## src/rtl/load_store_unit.sv

```systemverilog
// Multi-cycle load/store engine between the RV32I datapath and a valid/ready data bus.
// Handles lane alignment, byte enables, load extension, misalignment detection and bus timeouts.
module load_store_unit #(
  parameter int ADDR_W  = 32,
  parameter int TIMEOUT = 16
) (
  input  logic              clk,
  input  logic              reset,
  input  logic              req,
  input  logic              we,
  input  logic [ADDR_W-1:0] addr,
  input  logic [31:0]       wdata,
  input  logic [1:0]        trnc_type,
  input  logic [2:0]        rdext_type,
  output logic              stall,
  output logic [31:0]       rdata,
  output logic              done,
  output logic [1:0]        err,
  output logic              bus_req,
  output logic              bus_we,
  output logic [ADDR_W-1:0] bus_addr,
  output logic [3:0]        bus_be,
  output logic [31:0]       bus_wdata,
  input  logic              bus_ready,
  input  logic [31:0]       bus_rdata
);

  localparam int CNT_W = $clog2(TIMEOUT);

  typedef enum logic [1:0] {
    S_IDLE,
    S_CHECK,
    S_BUS,
    S_RESP
  } state_t;

  state_t            state_q, state_d;
  logic              we_q;
  logic [ADDR_W-1:0] addr_q;
  logic [31:0]       wdata_q;
  logic [1:0]        trnc_q;
  logic [2:0]        rdext_q;
  logic [CNT_W-1:0]  cnt_q;

  logic              misaligned;
  logic              timeout_hit;
  logic [1:0]        size;
  logic [3:0]        be_calc;
  logic [31:0]       wdata_calc;
  logic [7:0]        sel_byte;
  logic [15:0]       sel_half;
  logic [31:0]       load_ext;

  assign timeout_hit = (cnt_q == CNT_W'(TIMEOUT - 1));

  // Alignment/legality check on the latched request
  always_comb begin
    misaligned = 1'b0;
    if (we_q) begin
      case (trnc_q)
        2'b00:   misaligned = 1'b0;
        2'b01:   misaligned = addr_q[0];
        2'b10:   misaligned = (addr_q[1:0] != 2'b00);
        default: misaligned = 1'b1;
      endcase
    end else begin
      case (rdext_q)
        3'b000, 3'b100: misaligned = 1'b0;
        3'b001, 3'b101: misaligned = addr_q[0];
        3'b010:         misaligned = (addr_q[1:0] != 2'b00);
        default:        misaligned = 1'b1;
      endcase
    end
  end

  // Lane placement: loads use the low two funct3 bits as their access size
  always_comb begin
    size = we_q ? trnc_q : rdext_q[1:0];
    case (size)
      2'b00:   be_calc = 4'b0001 << addr_q[1:0];
      2'b01:   be_calc = 4'b0011 << addr_q[1:0];
      default: be_calc = 4'b1111;
    endcase
    wdata_calc = 32'h0;
    if (we_q) begin
      case (trnc_q)
        2'b00:   wdata_calc = {4{wdata_q[7:0]}};
        2'b01:   wdata_calc = {2{wdata_q[15:0]}};
        default: wdata_calc = wdata_q;
      endcase
    end
  end

  always_comb begin
    case (addr_q[1:0])
      2'b00:   sel_byte = bus_rdata[7:0];
      2'b01:   sel_byte = bus_rdata[15:8];
      2'b10:   sel_byte = bus_rdata[23:16];
      default: sel_byte = bus_rdata[31:24];
    endcase
    sel_half = addr_q[1] ? bus_rdata[31:16] : bus_rdata[15:0];
    case (rdext_q)
      3'b000:  load_ext = {{24{sel_byte[7]}}, sel_byte};
      3'b001:  load_ext = {{16{sel_half[15]}}, sel_half};
      3'b100:  load_ext = {24'h0, sel_byte};
      3'b101:  load_ext = {16'h0, sel_half};
      default: load_ext = bus_rdata;
    endcase
  end

  always_ff @(posedge clk or negedge reset) begin
    if (!reset) state_q <= S_IDLE;
    else        state_q <= state_d;
  end

  always_comb begin
    state_d = state_q;
    stall   = 1'b0;
    done    = 1'b0;
    case (state_q)
      S_IDLE: begin
        stall = req;
        if (req) state_d = S_CHECK;
      end
      S_CHECK: begin
        stall   = 1'b1;
        state_d = misaligned ? S_RESP : S_BUS;
      end
      S_BUS: begin
        stall = 1'b1;
        if (bus_ready || timeout_hit) state_d = S_RESP;
      end
      S_RESP: begin
        done    = 1'b1;
        state_d = S_IDLE;
      end
      default: state_d = S_IDLE;
    endcase
  end

  // Request latch, bus drive, response capture and wait counter
  always_ff @(posedge clk or negedge reset) begin
    if (!reset) begin
      we_q      <= 1'b0;
      addr_q    <= '0;
      wdata_q   <= 32'h0;
      trnc_q    <= 2'b00;
      rdext_q   <= 3'b000;
      cnt_q     <= '0;
      rdata     <= 32'h0;
      err       <= 2'b00;
      bus_req   <= 1'b0;
      bus_we    <= 1'b0;
      bus_addr  <= '0;
      bus_be    <= 4'b0000;
      bus_wdata <= 32'h0;
    end else begin
      case (state_q)
        S_IDLE: begin
          if (req) begin
            we_q    <= we;
            addr_q  <= addr;
            wdata_q <= wdata;
            trnc_q  <= trnc_type;
            rdext_q <= rdext_type;
          end
        end
        S_CHECK: begin
          if (misaligned) begin
            err <= 2'b01;
          end else begin
            err       <= 2'b00;
            bus_req   <= 1'b1;
            bus_we    <= we_q;
            bus_addr  <= {addr_q[ADDR_W-1:2], 2'b00};
            bus_be    <= be_calc;
            bus_wdata <= wdata_calc;
            cnt_q     <= '0;
          end
        end
        S_BUS: begin
          if (bus_ready) begin
            bus_req <= 1'b0;
            err     <= 2'b00;
            if (!we_q) rdata <= load_ext;
          end else if (timeout_hit) begin
            bus_req <= 1'b0;
            err     <= 2'b10;
            rdata   <= 32'h0;
          end else begin
            cnt_q <= cnt_q + CNT_W'(1);
          end
        end
        S_RESP: begin
          err <= 2'b00;
        end
        default: ;
      endcase
    end
  end

endmodule
```

## config.mk

```make
export PLATFORM = sky130hd
export DESIGN_NAME = load_store_unit
export DESIGN_NICKNAME = d
export VERILOG_FILES = /design/src/rtl/load_store_unit.sv
export SDC_FILE = /design/constraint.sdc
export NUM_CORES = 1
export LEC_CHECK = 0
export BUFFER_PORTS_ARGS = -buffer_cell sky130_fd_sc_hd__buf_2
export CORE_UTILIZATION = 40
export CTS_BUF_LIST = sky130_fd_sc_hd__clkbuf_8
export CTS_CLUSTER_DIAMETER = 100
export DETAILED_ROUTE_END_ITERATION = 10
export PLACE_DENSITY = 0.63
export SLEW_MARGIN = 20
export SYNTH_ARGS = -nofsm -noshare
export SYNTH_HDL_FRONTEND = slang
export SYNTH_SLANG_ARGS = --single-unit
```

## constraint.sdc

```tcl
create_clock -name clk -period 3.2 [get_ports clk]
set_clock_uncertainty 0.1 [all_clocks]
set_input_delay 0 -clock clk [delete_from_list [all_inputs] [get_ports clk]]
set_output_delay 0 -clock clk [all_outputs]
set_load 0.1 [all_outputs]
```

# Yosys cells after proc, flatten, opt, wreduce, memory -nomap -nowiden
# Cells that the tools add are included.
dict set report op_classes {
  add_sub_neg 1
  mul 0
  div_mod_pow 0
  n_lt_le_gt_ge 0
  eq_ne 20
  n_shift 2
  n_mux 31
  bitwise_logic 1
  reduce_logical 20
}
# cell n
set ops {}
lappend ops {{2-to-1 mux 32 bit} 4}
lappend ops {{case mux 32 bit (4 select lines)} 1}
lappend ops {{case mux 32 bit (2 select lines)} 1}
lappend ops {{case mux 8 bit (3 select lines)} 1}
lappend ops {{2-to-1 mux 16 bit} 1}
lappend ops {{case mux 4 bit (2 select lines)} 2}
lappend ops {{2-to-1 mux 4 bit} 3}
lappend ops {{!= test 2 bit (second input constant)} 6}
lappend ops {{2-to-1 mux 2 bit} 5}
lappend ops {{equality test 2 x 1 -> 1 bit (second input constant)} 4}
lappend ops {{equality test 2 bit (second input constant)} 4}
lappend ops {{zero test 2 bit} 4}
lappend ops {{case mux 2 bit (4 select lines)} 1}
lappend ops {{AND reduction 2 bit} 4}
lappend ops {{2-to-1 mux 1 bit} 7}
lappend ops {{equality test 3 bit (second input constant)} 2}
lappend ops {{case mux 1 bit (3 select lines)} 2}
lappend ops {{case mux 2 bit (3 select lines)} 1}
lappend ops {{AND reduction 3 bit} 2}
lappend ops {{nonzero test 2 bit} 3}
lappend ops {{OR reduction 2 bit} 3}
lappend ops {{adder 4 x 1 -> 4 bit (second input constant)} 1}
lappend ops {{equality test 4 bit (second input constant)} 1}
lappend ops {{case mux 1 bit (2 select lines)} 2}
lappend ops {{other kinds (10)} 10}
dict set report totals {
  reg_bits 178
  latch_bits 0
  ramBits 0
  rom_bits 0
  in_bits 106
  out_inout_bits 106
  wordCells 89
  mem_count 0
}

# Depth between registers and ports, before layout
dict set report logic_depth {
  word_depth 6
  mapped_depth 8
  mapped_depth_nobuf 6
}

# Least setup slack after synthesis
# OpenSTA, ideal clock, no wires.
dict set report synth_timing {
  path_type {reg-to-output}
  from {register state_q[0]}
  to {output port stall}
  t_arrival_ns 2.402
  required_ns 3.100
  setup_slack_ns 0.698
  stages_incl_launch_ff 3
  path_buffers 0
  cell_sequence {dfrtp_1 > ha_1 > nor2_1}
}
dict set report synth_between {
  elab_chain_cells 3
}
# item line
set synth_lines {}
lappend synth_lines {{from (decl)} 37} ;# state_t state_q, state_d;
lappend synth_lines {{from (signal assigned)} 113} ;# else state_q <= state_d;
lappend synth_lines {{equality test 2 bit or equality test 2 x 1 -> 1 bit (tied branches)} 120} ;# case (state_q)
lappend synth_lines {{OR reduction 2 bit (no source line)} -}
lappend synth_lines {{case mux 1 bit (2 select lines) *} 120}
lappend synth_lines {{to (decl)} 15} ;# output logic stall,
# Every way passes the cells marked *; elsewhere a longest branch is shown, timed or not.

# Final worst setup path
dict set report layout_timing {
  from {register state_q[0]}
  to {register rdata[5]}
}
dict set report layout_between {
  elab_chain_cells 2
}
# item line
set layout_lines {}
lappend layout_lines {{equality test 2 bit} 158} ;# case (state_q)
lappend layout_lines {{AND reduction 3 bit (no source line)} -}
lappend layout_lines {{to (signal assigned)} 185} ;# if (!we_q) rdata <= load_ext;
lappend layout_lines {{to (decl)} 16} ;# output logic [31:0] rdata,
# Every way passes these cells.
# A chain may end at the register's enable or synchronous reset.

==> summary.txt <==
Synthesis
  – Post-synthesis sequential area ratio: 0.567
  – Number of distinct library cells after synthesis: 44
  – Post-synth design cell area: slightly below 8000 um2
  – Yosys warns: 0
  – Fraction of registers with async set/reset: 1.00
  – Main synth FF type: dfrtp_1
  – Yosys reg bits: about 180
  – Post-synth top area cell: dfrtp_1
  – Top cell type's share of synthesized area: 0.567
  – Synth Instances: about 730
  – Syn_area_per_cell: 10.8 um2
  – Post-synth EDFFs: 0
  – Main area contributors after synthesis: dfrtp_1 (57%), mux2_2 (13%), nand2_1 (9.5%), o21ai_0 (2.9%), a221o_1 (2.3%)

Layout
  – # fillers: roughly 1700
  – Most common cell after layout, fill and taps aside: buf_2
  – Fin nets: 1138
  – Most frequent cells in the layout: buf_2 (208), nand2_1 (199), dfrtp_1 (178)
  – Layout cell share with drive strength beyond 1: 0.341
  – P&R area growth vs syn: 35.2%

CTS
  – TritonCTS clock tree: done
  – Clock buffer depth: 2
  – Inserted Clock Buffers: 17
  – Clock Latency Late Sink: ~460 ps
  – CTS resizes: 0
  – Post-CTS Setup Inserts: 0
  – Clock sink count: approximately 180
  – Clk pin slew, worst setup/hold paths: approximately 100 ps
  – Root Driver: clkbuf_8
  – CTS HTree Levels: 4

Worst setup path
  – WP buf/inv: 2
  – CP startpoint kind: flop
  – Reg-to-reg slack, setup: about 390 ps
  – Crit. End Element: flop
  – CP most frequent cell: nand2_1
  – CP Max Fanout: 15
  – CP max stage delay: 700 ps
  – Worst r2r path cells: 7
  – Crit-path leading delay family: simple AND/OR/NAND/NOR gates
  – R2R Path End: rdata[5]
  – CP Data Required Time: about 3500 ps
  – Crit path cell chain: inv_1 -> ha_1 -> nand2_1 -> nor2_1 -> o211ai_1 -> dlygate4sd3_1 -> nand2_1
  – CP startpoint: state_q[0]
  – Critical Path AT: about 3100 ps
  – FF-to-FF Start: state_q[0]
  – Worst setup path class: reg -> reg
  – Slowest cell on crit path: nor2_1

Die
  – Initial core utilization: 0.415
  – Die footprint: between 20000 and 25000 um2
  – I/O Pins: around 210
  – CORE AREA: ~19000 um2
  – Die H: 142 um
  – FP Rows: 50
  – Die width: around 140 um

Placement
  – Port bufs: 209
  – Pre-CTS setup slack: slightly below 800 ps
  – Hpwl dp: around 14000 um
  – GPL Wtd Cong: a little under 0.8

GRT
  – Grt total ovfl: 0
  – Largest net degree at the start of global routing: 74
  – Antenna violations before repair: 0
  – First-pass GRT wire length: 33800 um
  – Total GRT Usage: 0.216
  – Vias in the first global route: about 6500

Detailed routing
  – Total Wirelength: ~21000 um
  – Drt first pass iters: 4
  – DR iter-0 viols: between 200 and 300
  – Post-route ant nets: 0
  – Vias after detailed routing: ~6500
  – DR DRC count: 0
  – Vias per Instance: roughly 5.0
  – Wirelength per Cell: 16.3 um

STA
  – Final hold viol count: 0
  – Worst-margin pin slew: 900 ps
  – Count of final setup violators: 0
  – Slew Viols, Final: 0
  – Period minus WS final: between 2000 and 3000 ps
  – Slew HR: 0.398
  – Worst hold margin: 3.33 ps
  – Setup tns final: 0 ps
  – Period utilisation layout: 0.879
  – Final worst slack: ~390 ps
  – Fmax: ~360 MHz
  – RSZ-0062 raised after global routing: false

Outcome
  – Outcome: complete, no violations

Min path
  – Hold WC Path Type: in -> async

Run
  – Max-cap viol count: 0
-- final cells by class --
| cell class | instances | area [um2] | share of cell area |
|---|---|---|---|
| clock buffers | 17 | 234 | 0.0220 |
| clock inverters | 15 | 155 | 0.0146 |
| diodes | 1 | 2.50 | 0.000235 |
| inverters | 8 | 30.0 | 0.00282 |
| repair buffers | 328 | 2260 | 0.213 |
| flip-flops and latches | 178 | 4450 | 0.419 |
| multi-input cells | 493 | 3170 | 0.298 |
| well taps | 260 | 325 | 0.0306 |
-- flip-flops by register name, summed over array words and instances, names as in the netlist --
name,count
wdata_q,32
cnt_q,4
bus_wdata,32
bus_req,1
bus_be,4
state_q,2
rdext_q,3
addr_q,32
bus_we,1
we_q,1
rdata,32
bus_addr,30
err,2
trnc_q,2
-- metal layers --
layer,part of all wire,track usage,up-vias
met1,0.44,0.275,3152
met3,0.067,0.0579,20
met2,0.48,0.358,198
li1,-,-,3093
met5,0,0,-
met4,0.014,0.0679,0
-- cell families after synthesis --
group                    share of synthesized area
AO/OA/AOI/OAI                               0.0923
flip-flops                                   0.567
other                                     0.000477
AND/OR/NAND/NOR                              0.149
multiplexers                                 0.150
adder cells (fa/ha/maj)                    0.00955
buffers and inverters                       0.0317
-- metrics by stage --
stage | std cells | area, um2 | util
2_1_floorplan | 726 | 7870 | -
3_3_place_gp | 1161 | 9180 | 0.484
3_5_place_dp | 1161 | 9180 | 0.484
4_1_cts | 1299 | 10600 | 0.561
5_1_grt | 1299 | 10600 | 0.561
6_report | 1300 | 10600 | 0.561
-- worst max-delay path by stage --
stage           endpoint  slack, ps  cells past startpoint
2_1_floorplan      stall        700                      2
3_3_place_gp   rdata[22]        800                      6
3_5_place_dp   rdata[23]        770                      6
4_1_cts         rdata[5]        400                      7
5_1_grt         rdata[5]        130                      7
6_report        rdata[5]        390                      7
-- synth_stat cells, drive strengths merged, types with 2 or more instances --
| cell | n |
|---|---|
| o211ai | 9 |
| nand4 | 2 |
| nor2b | 11 |
| a21oi | 10 |
| nor3b | 10 |
| nor2 | 14 |
| nand3 | 26 |
| a221o | 18 |
| mux2i | 10 |
| o31ai | 2 |
| o41ai | 2 |
| o21ai | 46 |
| nand2b | 2 |
| and3 | 3 |
| dfrtp | 178 |
| a31oi | 4 |
| inv | 8 |
| a21boi | 7 |
| clkbuf | 16 |
| nand2 | 200 |
| buf | 31 |
| mux2 | 94 |
| nor3 | 2 |
| ha | 6 |
-- what timing repair did --
action / CTS / global route
endpoints found under the hold margin: 231 / 0
setup endpoints to repair: 0 / 0
hold buffers: 106 / 0
-- worst register-to-register path, delay by kind of cell, from the launching register on --
family,cells,cell delay (ps)
AO/OA/AOI/OAI,1,170
adder cells (fa/ha/maj),1,450
buffers and inverters,2,730
flip-flops,1,430
AND/OR/NAND/NOR,3,870
Power is left out: the tool's default activity adds up to more than one toggle a clock period on the data nets, which glitch-free logic cannot reach.
